`src/rtl/rom_sweep_driver.sv`:
```
// Sweeps a packed 16-bit ROM address vector through a combinational datapath,
// waits a fixed settle time per step and hands each result to a consumer.
//
// Ports:
//   clk, rst_n              clock, async active-low reset
//   start, abort            sweep request (IDLE only) / unconditional stop
//   cfg_base, cfg_count     first address vector and number of steps
//   rom1_in..rom6_in        address slices of the current vector
//   result_in               datapath result for the current addresses
//   out_valid/out_ready     result handshake; out_data, out_idx payload
//   busy, done              not-idle flag, one-cycle completion pulse
module rom_sweep_driver #(
    parameter int SIZE       = 32,
    parameter int SETTLE_CYC = 2
) (
    input  logic            clk,
    input  logic            rst_n,
    input  logic            start,
    input  logic            abort,
    input  logic [15:0]     cfg_base,
    input  logic [7:0]      cfg_count,
    output logic [4:0]      rom1_in,
    output logic [1:0]      rom2_in,
    output logic [1:0]      rom3_in,
    output logic [1:0]      rom4_in,
    output logic [1:0]      rom5_in,
    output logic [2:0]      rom6_in,
    input  logic [SIZE-1:0] result_in,
    output logic            out_valid,
    input  logic            out_ready,
    output logic [SIZE-1:0] out_data,
    output logic [7:0]      out_idx,
    output logic            busy,
    output logic            done
);

    typedef enum logic [1:0] {
        IDLE   = 2'd0,
        SETTLE = 2'd1,
        OUTPUT = 2'd2,
        DONE   = 2'd3
    } state_e;

    localparam logic [3:0] SETTLE_LAST = 4'(SETTLE_CYC - 1);

    state_e          state_q;
    logic [3:0]      settle_q;
    logic [15:0]     vec_q;
    logic [7:0]      rem_q;
    logic [7:0]      idx_q;
    logic [SIZE-1:0] data_q;
    logic [7:0]      oidx_q;

    always_ff @(posedge clk or negedge rst_n) begin
        if (!rst_n) begin
            state_q  <= IDLE;
            settle_q <= '0;
            vec_q    <= '0;
            rem_q    <= '0;
            idx_q    <= '0;
            data_q   <= '0;
            oidx_q   <= '0;
        end else if (abort) begin
            // Abort beats everything; the vector is kept so the ROM
            // addresses hold their last value.
            state_q <= IDLE;
        end else begin
            unique case (state_q)
                IDLE: begin
                    if (start) begin
                        if (cfg_count == 8'd0) begin
                            state_q <= DONE;
                        end else begin
                            vec_q    <= cfg_base;
                            rem_q    <= cfg_count;
                            idx_q    <= '0;
                            settle_q <= '0;
                            state_q  <= SETTLE;
                        end
                    end
                end
                SETTLE: begin
                    settle_q <= settle_q + 4'd1;
                    if (settle_q == SETTLE_LAST) begin
                        data_q  <= result_in;
                        oidx_q  <= idx_q;
                        state_q <= OUTPUT;
                    end
                end
                OUTPUT: begin
                    if (out_ready) begin
                        if (rem_q == 8'd1) begin
                            state_q <= DONE;
                        end else begin
                            vec_q    <= vec_q + 16'd1;
                            rem_q    <= rem_q - 8'd1;
                            idx_q    <= idx_q + 8'd1;
                            settle_q <= '0;
                            state_q  <= SETTLE;
                        end
                    end
                end
                DONE: begin
                    state_q <= IDLE;
                end
            endcase
        end
    end

    // Status flags are pure decodes of the registered state.
    assign out_valid = (state_q == OUTPUT);
    assign busy      = (state_q != IDLE);
    assign done      = (state_q == DONE);
    assign out_data  = data_q;
    assign out_idx   = oidx_q;

    assign rom1_in = vec_q[15:11];
    assign rom2_in = vec_q[10:9];
    assign rom3_in = vec_q[8:7];
    assign rom4_in = vec_q[6:5];
    assign rom5_in = vec_q[4:3];
    assign rom6_in = vec_q[2:0];

endmodule

```
`config.mk`:
```
export PLATFORM = sky130hd
export DESIGN_NAME = rom_sweep_driver
export DESIGN_NICKNAME = d
export VERILOG_FILES = /design/src/rtl/rom_sweep_driver.sv
export SDC_FILE = /design/constraint.sdc
export NUM_CORES = 1
export LEC_CHECK = 0
export BUFFER_PORTS_ARGS = -buffer_cell sky130_fd_sc_hd__buf_2
export CAP_MARGIN = 10
export CORE_MARGIN = 4
export CORE_UTILIZATION = 30
export DETAILED_ROUTE_END_ITERATION = 16
export PLACE_DENSITY = 0.62
export SYNTH_ARGS = -nofsm -noshare
export SYNTH_HDL_FRONTEND = slang
export SYNTH_SLANG_ARGS = --single-unit
```
`constraint.sdc`:
```
create_clock -name clk -period 5 [get_ports clk]
set_input_delay 0.5 -clock clk [delete_from_list [all_inputs] [get_ports clk]]
set_output_delay 0.5 -clock clk [all_outputs]
set_load 0.02 [all_outputs]
```
Word level (Yosys, flattened, before mapping)
Cells that the tools add are included.

RAM bits: 0. Bits in latches: 0. Flip-flop bits (word level): 78. Bits of input ports: 61. Memories kept: 0. Bits in read-only memories: 0.

Bitwise logic cells: 1. Shift operators: 0. Equality and inequality tests: 12. Multiply operators: 0. Div/mod/pow operators: 0. Multiplexer cells: 27. Reduce and logical (&&, ||, !) cells: 9. Magnitude comparators: 0. Add/sub/neg operators: 4.

Operators with widths (number): two-way mux 16 bit (4); two-way mux 8 bit (8); case mux 16 bit (2 select lines) (1); case mux 8 bit (2 select lines) (2); adder 16 x 1 -> 16 bit, second input constant (1); two-way mux 4 bit (4); two-way mux 2 bit (6); case mux 4 bit (3 select lines) (1); AND reduction 6 bit (2); adder 8 x 1 -> 8 bit, second input constant (1); equality test 8 x 1 -> 1 bit, second input constant (1); zero test 8 bit (1); case mux 2 bit (4 select lines) (1); subtractor 8 x 1 -> 8 bit, second input constant (1); inequality test 2 bit, second input constant (3); inequality test 3 bit, second input constant (2); AND reduction 3 bit (2); adder 4 x 1 -> 4 bit, second input constant (1); equality test 2 bit, second input constant (2); equality test 4 x 1 -> 1 bit, second input constant (1); nonzero test 2 bit (2); inequality test 3 x 2 -> 1 bit, second input constant (1); nonzero test 3 bit (1); equality test 2 x 1 -> 1 bit, second input constant (1); 3 further kinds (3).

Depth between registers and ports, before layout
Gate-level depths: netlist of run 1.

Depth in word-level cells: 5. Mapped depth: 9. Depth with buffers taken out: 6.

Worst setup path after synthesis of run 1
Ideal clock, no wire load.

Kind: input-to-reg. Start point: input cfg_count[2]. End point: register idx_q[1]. Data required time: 4.883 ns. Data arrival time: 1.619 ns. Setup time: 0.117 ns. Slack: 3.265 ns. Cell stages on the path: 7. Path through: nor4_1 -> a31oi_2 -> and3_1 -> buf_6 -> buf_8 -> nand3_1 -> nand2_1.

Cells in the longest elaborated chain, start to end: 3.

RTL lines: start, declared (line 21) `input logic [7:0] cfg_count,`; zero test 8 bit (line 71) `if (cfg_count == 8'd0) begin`; inequality test 2 bit (no source line); AND reduction 6 bit (no source line); end signal, assigned (line 97) `idx_q <= idx_q + 8'd1;`; end, declared (line 50) `logic [7:0] idx_q;`.

Every way passes these cells. A chain may end at the register's enable or synchronous reset.

Final worst setup path of run 1
Start point: register state_q[1]. End point: register idx_q[5].

Cells in the longest elaborated chain, start to end: 3. Elaborated cells between the ends (all ways): 9. Classes of those cells: eq/ne: 5; mux: 1; reduce/logical: 3.

RTL lines: start, declared (line 46) `state_e state_q;`; start signal, assigned (line 56) `state_q <= IDLE;`; start signal, assigned (line 66) `state_q <= IDLE;`; start signal, assigned (line 72) `state_q <= DONE;`; equality test 2 bit or zero test 2 bit (tied branches) (line 68) `unique case (state_q)`; inequality test 2 bit (no source line), or another cell as far along; AND reduction 6 bit (no source line).

Several ways; a longest one is shown, not always the timed one.

==> impl_metrics.toml, run 1 <==
[outcome]
status = "completed"

[cells_and_area]
n_antenna_cell = 0
layout_common_cells = "118 x buf_2, 78 x dfrtp_1, 41 x mux2_2"
nFillCells = 1271
fin_nets = 539
area_delta_synth_final_pct = 27.5
final_common_cell = "buf_2"
drive_gt1_frac = 0.392

[yosys]
netlist_instances = 361
synth.yosys.seq_area_share = 0.506
syn_nets = 428
synth-edff-count = 0
avgSynthCellArea_sq_um = 10.7
synth_cell_types = 51
ys.flop_type = "dfrtp_1"
synth_seq_cells = 78
netlist_area_sq_um = 3850
yosysWarnings = 0
async_reset_ff_frac = 1.00

[clock_network]
post_cts_buffers = 0
cts_resized = 0
clk_pin_slew_ps = 60
cts_root_buffer = "clkbuf_16"
worstSkewPairLatency_ps = 330
h-tree-depth = 3
clkSinkCount = 78
clockBufferDepth = 2
cts_tree = "yes"
ctsHoldBuffers = 0
cts_made_buffers = 9

[worst_setup_path]
worstSetupPathType = "register to register"
worstPathArrival_ps = 3130
critPathMaxStageDelay_ps = 770
critPathMaxFanout = 45
cp_top_family = "simple AND/OR/NAND/NOR gates"
startpoint_type = "register"
setup.worst_path.end_class = "register"
crit_slowest_cell = "dfrtp_1"
critical_path_buf_inv_count = 2
reg2reg_depth = 7
path_cells = "nand2b_1 -> buf_4 -> inv_2 -> nand4_4 -> nand3_4 -> or4_1 -> nand3_1"
cp.required_ps = 5270
worst-path-stages = 7

[die]
die-area_sq_um = 14700
coreArea_sq_um = 12600
die_h_um = 121
io-pin-count = 120
fp.dieW_um = 121
rows = 41
initial_utilization = 0.305

[grt]
grt_first_pass_wirelength_mm = 15.6
grt_max_degree = 79
grt_overflow = 0
grt_usage = 0.134
grt_pass1_vias = 3086
antenna_found_initial = 0

[detailed_routing]
vias = 3261
wl_mm = 9.95
routedWlPerCell_um = 15.3
ant_nets = 0
via_per_inst = 5.02
firstDrtPassIters = 5
drtIter0Drc = 241
drc = 0

[sta]
hold_viol_final = 0
rsz0062_at_grt = "false"
fin_crit_sh = 0.572
drv_slew = 0
fin_setup_tns_ps = 0
fmax_mhz = 350
setup_viol = 0
post-route-min-period_ps = 2860
fin_ws_ps = 2140
finClkSkew_ps = 4.94
slew_headroom = 0.303
worst_pin_slew_ps = 1050

[placement]
pre_cts_slack_ps = 2140
port_buffers = 119
place_congestion = 0.868
dpl.hpwl_mm = 6.95

[pwr]
power_density_nw_per_um2 = 586
irDropWorstVdd_mv = 0.205
power_leakage_nw = 2.35

[worst_hold_path]
hp-class = "primary input to asynchronous set/reset pin"

[run]
drv_cap = 0
==> worst paths after layout <==
kind,slack [ps],endpoint,from
max in group asynchronous,4010,rem_q[7],rst_n
min in group clk,390,state_q[0],abort
worst max-delay path,2140,idx_q[5],state_q[1]
worst min-delay path,330,vec_q[0],rst_n
worst min register to register,500,out_data[24],out_data[24]
worst max register to register,2140,idx_q[5],state_q[1]
==> sequential cells by signal (all words and copies together), names as in the netlist <==
register	flops
rem_q	8
out_data	32
state_q	2
settle_q	4
out_idx	8
vec_q	16
idx_q	8
==> where the power goes <==
| group | switching, mW | leakage [nW] | total [mW] | internal, mW |
|---|---|---|---|---|
| clock network | 0.263 | 0.166 | 0.766 | 0.503 |
| registers | 0.226 | 0.975 | 1.10 | 0.871 |
| logic | 0.603 | 1.21 | 1.02 | 0.413 |
==> through the flow <==
step | utilization | power, mW | instance area [sq um] | cells | hold slack (ps)
5_1_grt | 0.389 | 3.04 | 4910 | 649 | 383
6_report | 0.389 | 2.88 | 4910 | 649 | 328
2_1_floorplan | - | 1.76 | 3850 | 361 | 204
3_5_place_dp | 0.362 | 2.13 | 4570 | 633 | 488
4_1_cts | 0.389 | 2.92 | 4910 | 649 | 378
3_3_place_gp | 0.362 | 2.10 | 4570 | 633 | 481
==> Yosys cell counts, types with 2 or more instances <==
cell type  instances  area, sq um
dfrtp_1           78         1950
mux2_2            41          462
o21ai_0           33          165
nor2_1            29          109
nand2_1           27          101
a21oi_1           22          110
nand3_1           16         80.1
buf_2              8         40.0
clkbuf_1           8         30.0
inv_1              8         30.0
a2bb2oi_1          6         52.6
and3_1             6         37.5
ha_1               6         75.1
a32oi_1            5         43.8
a31oi_1            4         25.0
mux2i_1            4         40.0
nand4_1            4         25.0
nor3_1             4         20.0
nor3b_1            4         30.0
or4_1              4         30.0
nand4b_1           3         26.3
nor4_1             3         18.8
o22ai_1            3         18.8
a211o_1            2         17.5
a22oi_1            2         15.0
and2_1             2         12.5
buf_4              2         15.0
nor4_2             2         25.0
o211ai_1           2         15.0
o22a_1             2         17.5
==> layout make-up <==
type / instances / area [sq um] / share of cell area
tap: 172 / 215 / 0.0438
clock buffer: 11 / 243 / 0.0494
multi-input combinational: 254 / 1760 / 0.358
sequential: 78 / 1950 / 0.397
timing repair buffer: 120 / 606 / 0.123
clock inverter: 5 / 106 / 0.0216
inverter: 9 / 33.8 / 0.00687
==> per-layer routing <==
| metal | GRT usage | up-vias | routed length, um | part of all wire |
|---|---|---|---|---|
| li1 | - | 1541 | - | - |
| met1 | 0.164 | 1608 | 4200 | 0.42 |
| met2 | 0.224 | 92 | 5020 | 0.50 |
| met3 | 0.0266 | 20 | 483 | 0.049 |
| met4 | 0.0644 | 0 | 247 | 0.025 |
| met5 | 0 | - | 0 | 0 |
==> worst reg2reg max path: cells and delay by family, from the launching register on <==
family,cells,cell delay (ps)
DFF,1,770
buffers and inverters,2,540
and+or+nand+nor,5,1490
==> cell families (layout without fill, tap and decap cells) <==
family | count (synthesis) | after routing | share of synthesized area
flops | 78 | 78 | 0.506
fa+ha+maj | 6 | 6 | 0.0195
buf+inv | 29 | 145 | 0.0377
simple gates | 113 | 113 | 0.161
compound gates | 90 | 90 | 0.145
mux | 45 | 45 | 0.130
Power figures use the tool's default switching activity.
==> run 2, diff against run 1 <==
ABC_AREA = 1   (was default)
PLACE_DENSITY = 0.61   (was 0.62)
clock period = 2.9 ns   (was 5 ns; I/O delays follow)
==> run 2 against run 1 <==
Wire length rose by 2.2%. Register-to-register slack worse by 1400 ps. Cell area increased by 4.3%. Synthesized cell count up 36%. Sequential cell count did not move. Largest cell class unchanged. Highest routed layer unchanged.
==> impl_metrics.toml, run 2 <==
[outcome]
status = "completed"

[sta]
post-route-min-period_ps = 2150
fmax_mhz = 465
setup_viol = 0
finClkSkew_ps = 6.04
worst_pin_slew_ps = 1020
slew_headroom = 0.319
fin_crit_sh = 0.742
rsz0062_at_grt = "false"
hold_viol_final = 0
drv_slew = 0
fin_setup_tns_ps = 0

[clock_network]
cts_resized = 0
cts_root_buffer = "clkbuf_16"
cts_made_buffers = 9
clkSinkCount = 78
clk_pin_slew_ps = 70
h-tree-depth = 3
post_cts_buffers = 0
worstSkewPairLatency_ps = 330
ctsHoldBuffers = 0
cts_tree = "yes"
clockBufferDepth = 2

[die]
io-pin-count = 120
coreArea_sq_um = 13300
die_h_um = 125
die-area_sq_um = 15600
fp.dieW_um = 125
initial_utilization = 0.308
rows = 42

[detailed_routing]
vias = 3579
drc = 0
via_per_inst = 4.54
wl_mm = 10.2
firstDrtPassIters = 4
ant_nets = 0
drtIter0Drc = 178
routedWlPerCell_um = 12.9

[cells_and_area]
n_antenna_cell = 0
final_area_sq_um = 5130
final_common_cell = "nand2_1"
area_delta_synth_final_pct = 25.3
layout_common_cells = "168 x nand2_1, 118 x buf_2, 78 x dfrtp_1"
drive_gt1_frac = 0.302
largest_reg_flops = 32
fin_nets = 675

[worst_setup_path]
worstSetupPathType = "register to register"
startpoint_type = "register"
cp.required_ps = 3160
setup.worst_path.end_class = "register"
worstPathArrival_ps = 2420
critPathMaxFanout = 33

[pwr]
intPower_mw = 3.01
power_density_nw_per_um2 = 1020
clkPwrFrac = 0.224
irDropWorstVdd_mv = 0.345
swShare = 0.422
p_sw_mw = 2.20
p_comb_frac = 0.415
seq_power_share = 0.361
power_leakage_nw = 2.69

[yosys]
async_reset_ff_frac = 1.00
ys_top_cells_by_count = "168 x nand2_1, 78 x dfrtp_1, 44 x nor2_1"
synth_top_area_cell = "dfrtp_1"
ys_top_cells_by_area = "dfrtp_1 48%, nand2_1 15%, mux2_2 8.3%"
synth-edff-count = 0
ys.flop_type = "dfrtp_1"
synth.yosys.seq_area_share = 0.477
yosysWarnings = 0
yosysTopAreaCellShare = 0.477
syn_nets = 558
avgSynthCellArea_sq_um = 8.33
synth_cell_types = 28
synth_seq_cells = 78
netlist_instances = 491
yosysMostFrequentCell = "nand2_1"
netlist_area_sq_um = 4090

[grt]
grt_pass1_vias = 3748
grt_first_pass_wirelength_mm = 17.6
grt_usage = 0.134
grt_max_degree = 79
grt_overflow = 0
antenna_found_initial = 0

[placement]
place_congestion = 0.799
port_buffers = 119
dpl.hpwl_mm = 7.37
dpl_cell_area_sq_um = 4820

[run]
drv_cap = 0

[worst_hold_path]
hp-class = "primary input to asynchronous set/reset pin"
## run 2: cell types whose count changed after synthesis, moves of 6 or more
| cell | delta |
|---|---|
| and3_1 | -6 |
| mux2_2 | -11 |
| xor2_1 | +7 |
| o21ai_0 | -8 |
| or2_2 | +6 |
| a2bb2oi_1 | -6 |
| a21oi_1 | -22 |
| nand2_1 | +141 |
| clkbuf_1 | -7 |
| nor2_1 | +15 |
| inv_1 | +31 |
| nand3_1 | +25 |
## run 2: cell families (layout without fill, tap and decap cells)
group | Yosys count | after routing | synth area share
AND/OR/NAND/NOR | 279 | 279 | 0.292
multiplexers | 35 | 35 | 0.0963
flip-flops | 78 | 78 | 0.477
adder cells (fa/ha/maj) | 6 | 6 | 0.0183
XOR/XNOR | 7 | 7 | 0.0150
AO/OA/AOI/OAI | 31 | 31 | 0.0385
buffers and inverters | 55 | 177 | 0.0627
## run 2: worst max-delay path: stages, from the launching register on
cell     delay (ps)
dfrtp_1         430
inv_2            70
nand2_2         380
nor2_1          100
nand2_1         160
nand3_2         550
nor2_1          260
nand2_1          70
nand2_1          60
## run 2: path summary, 6_finish.rpt
| kind | depth (start not counted) | slack, ps | from | end |
|---|---|---|---|---|
| worst min register to register | 2 | 490 | out_idx[0] | out_idx[0] |
| max in group asynchronous | 1 | 2110 | rst_n | vec_q[8] |
| worst min-delay path | 1 | 140 | rst_n | out_data[6] |
| min in group clk | 2 | 170 | result_in[26] | out_data[26] |
| worst max register to register | 8 | 750 | state_q[0] | rem_q[5] |
| worst max-delay path | 8 | 750 | state_q[0] | rem_q[5] |
## run 2: power groups by stage
stage / Combinational, mW / Sequential, mW / Clock (mW)
2_1_floorplan: 1.12 / 2.26 / 0
3_3_place_gp: 2.15 / 1.87 / 0
3_5_place_dp: 2.20 / 1.90 / 0
4_1_cts: 2.20 / 1.88 / 1.20
5_1_grt: 2.42 / 1.95 / 1.25
6_report: 2.17 / 1.88 / 1.17
## run 2: final cells by class
class                   count  area (sq um)
multi-input cells         358          1880
well taps                 176           220
clock buffers              10           239
flip-flops and latches     78          1950
clock inverters             6          70.1
repair buffers            121           613
fillers                  1357          8170
inverters                  40           150
## run 2: metrics by stage
stage / utilization / setup WS, ps / total power [mW] / cells / hold slack, ps
6_report: 0.386 / 749 / 5.22 / 789 / 136
4_1_cts: 0.386 / 742 / 5.29 / 789 / 161
3_5_place_dp: 0.362 / 763 / 4.10 / 773 / 475
2_1_floorplan: - / 1370 / 3.38 / 491 / -5.59
5_1_grt: 0.386 / 392 / 5.62 / 789 / 172
3_3_place_gp: 0.362 / 829 / 4.02 / 773 / 468
## run 2: metal layers
| layer | wire length (um) | part of all wire | vias up | GRT usage |
|---|---|---|---|---|
| met3 | 366 | 0.036 | 8 | 0.0244 |
| met1 | 4260 | 0.42 | 1723 | 0.156 |
| met4 | 120 | 0.012 | 0 | 0.0451 |
| li1 | - | - | 1795 | - |
| met2 | 5430 | 0.53 | 53 | 0.246 |
| met5 | 0 | 0 | - | 0 |
==> run 3, diff against run 2 <==
PLACE_DENSITY = 0.63   (was 0.61)
clock period = 1.9 ns   (was 2.9 ns; I/O delays follow)
==> run 3 against run 2 <==
Cell area increased by 1.9%. Sequential power rose by 52%. Combinational power up 60%. Setup slack got worse by 620 ps. Core utilization rose by 0.72 points.
==> impl_metrics.toml, run 3 (same netlist as run 2, synthesis figures left out) <==
[worst_setup_path]
critical_path_buf_inv_count = 4
worstPathArrival_ps = 1580
critPathMaxFanout = 29
startpoint_type = "register"
path_cells = "inv_2 -> nand2_2 -> inv_1 -> buf_12 -> buf_2"
crit_slowest_cell = "dfrtp_1"
critPathMaxStageDelay_ps = 430
cp_top_family = "buffers and inverters"
cp.required_ps = 1710
r2r_setup_slack_ps = 230
worstSetupPathType = "register to primary output"
setup.worst_path.end_class = "primary output"

[detailed_routing]
routedWlPerCell_um = 13.0
drc = 0
ant_nets = 0
via_per_inst = 4.58
vias = 3647
wl_mm = 10.4
drtIter0Drc = 241
firstDrtPassIters = 5

[cells_and_area]
n_antenna_cell = 0
final_area_sq_um = 5220
fin_nets = 683
postLayoutCoreUtil = 0.393
drive_gt1_frac = 0.308
final_common_cell = "nand2_1"
final_cell_count_no_fill = 796
layout_common_cells = "168 x nand2_1, 118 x buf_2, 78 x dfrtp_1"
area_delta_synth_final_pct = 27.6
largest_reg_flops = 32

[clock_network]
clkSinkCount = 78
h-tree-depth = 3
cts_made_buffers = 9
cts_tree = "yes"
worstSkewPairLatency_ps = 330
clockBufferDepth = 2
clk_pin_slew_ps = 60
post_cts_buffers = 0
cts_root_buffer = "clkbuf_16"

[sta]
fin_ws_ps = 130
whs_ps = 68.6
worst_pin_slew_ps = 471
rsz0062_at_grt = "false"
fin_setup_tns_ps = 0
slew_headroom = 0.686
drv_slew = 0
finClkSkew_ps = 6.45
post-route-min-period_ps = 1770
fmax_mhz = 565
hold_viol_final = 0
fin_crit_sh = 0.931
setup_viol = 0

[die]
coreArea_sq_um = 13300
die-area_sq_um = 15600
die_h_um = 125
rows = 42
fp.dieW_um = 125
initial_utilization = 0.308
io-pin-count = 120

[pwr]
power_leakage_nw = 2.74
power_density_nw_per_um2 = 1530
p_total_mw = 8.01
irDropWorstVdd_mv = 0.461

[outcome]
status = "completed"

[placement]
dpl_cell_area_sq_um = 4910
dp_cells = 779
port_buffers = 119
place_congestion = 0.813
dpl.hpwl_mm = 7.62
pre_cts_slack_ps = 68.4

[grt]
grt_overflow = 0
grt_usage = 0.136
antenna_found_initial = 0
grt_use_met3 = 0.0330
grtUsageMet1 = 0.164
met2_usage = 0.235
grt_max_degree = 46
grt_pass1_vias = 3653
busiest_layer = "met2"
grt_first_pass_wirelength_mm = 17.7

[worst_hold_path]
hp-class = "primary input to register"

[run]
drv_cap = 0
## run 3: changes by cell type in the layout (fill, tap and decap cells not counted)
cell,delta
dlygate4sd3_1,+1
clkinvlp_4,-3
buf_12,+4
clkinv_2,+3
clkbuf_8,-1
nor2_4,+1
buf_4,+2
## run 3: final timing paths
path,startpoint,end,cells past startpoint
worst max-delay path,state_q[0],out_valid,5
worst min-delay path,result_in[27],out_data[27],2
worst max register to register,settle_q[1],out_data[28],6
worst min register to register,out_idx[2],out_idx[2],2
max in group asynchronous,rst_n,rem_q[3],3
min in group asynchronous,rst_n,out_data[30],2
## run 3: cell type report
class,instances,area [sq um]
sequential,78,1950
fill,1350,8070
clock buffer,9,225
clock inverter,6,62.6
multi-input combinational,359,1890
timing repair buffer,128,718
inverter,40,150
tap,176,220
## run 3: repair_timing
action                                  4_1_cts  5_1_grt
hold endpoints to repair                     35        0
endpoints found under the setup margin        0       22
gates resized for setup                       0        1
hold buffers                                  1        0
## run 3: per-layer routing
layer	part of all wire	up-vias
li1	-	1816
met1	0.42	1735
met2	0.51	83
met3	0.050	13
met4	0.015	0
met5	0	-
## run 3: report_power, final
group          internal [mW]  switching [mW]
registers               2.32           0.538
clock network           1.01           0.671
logic                   1.31            2.16
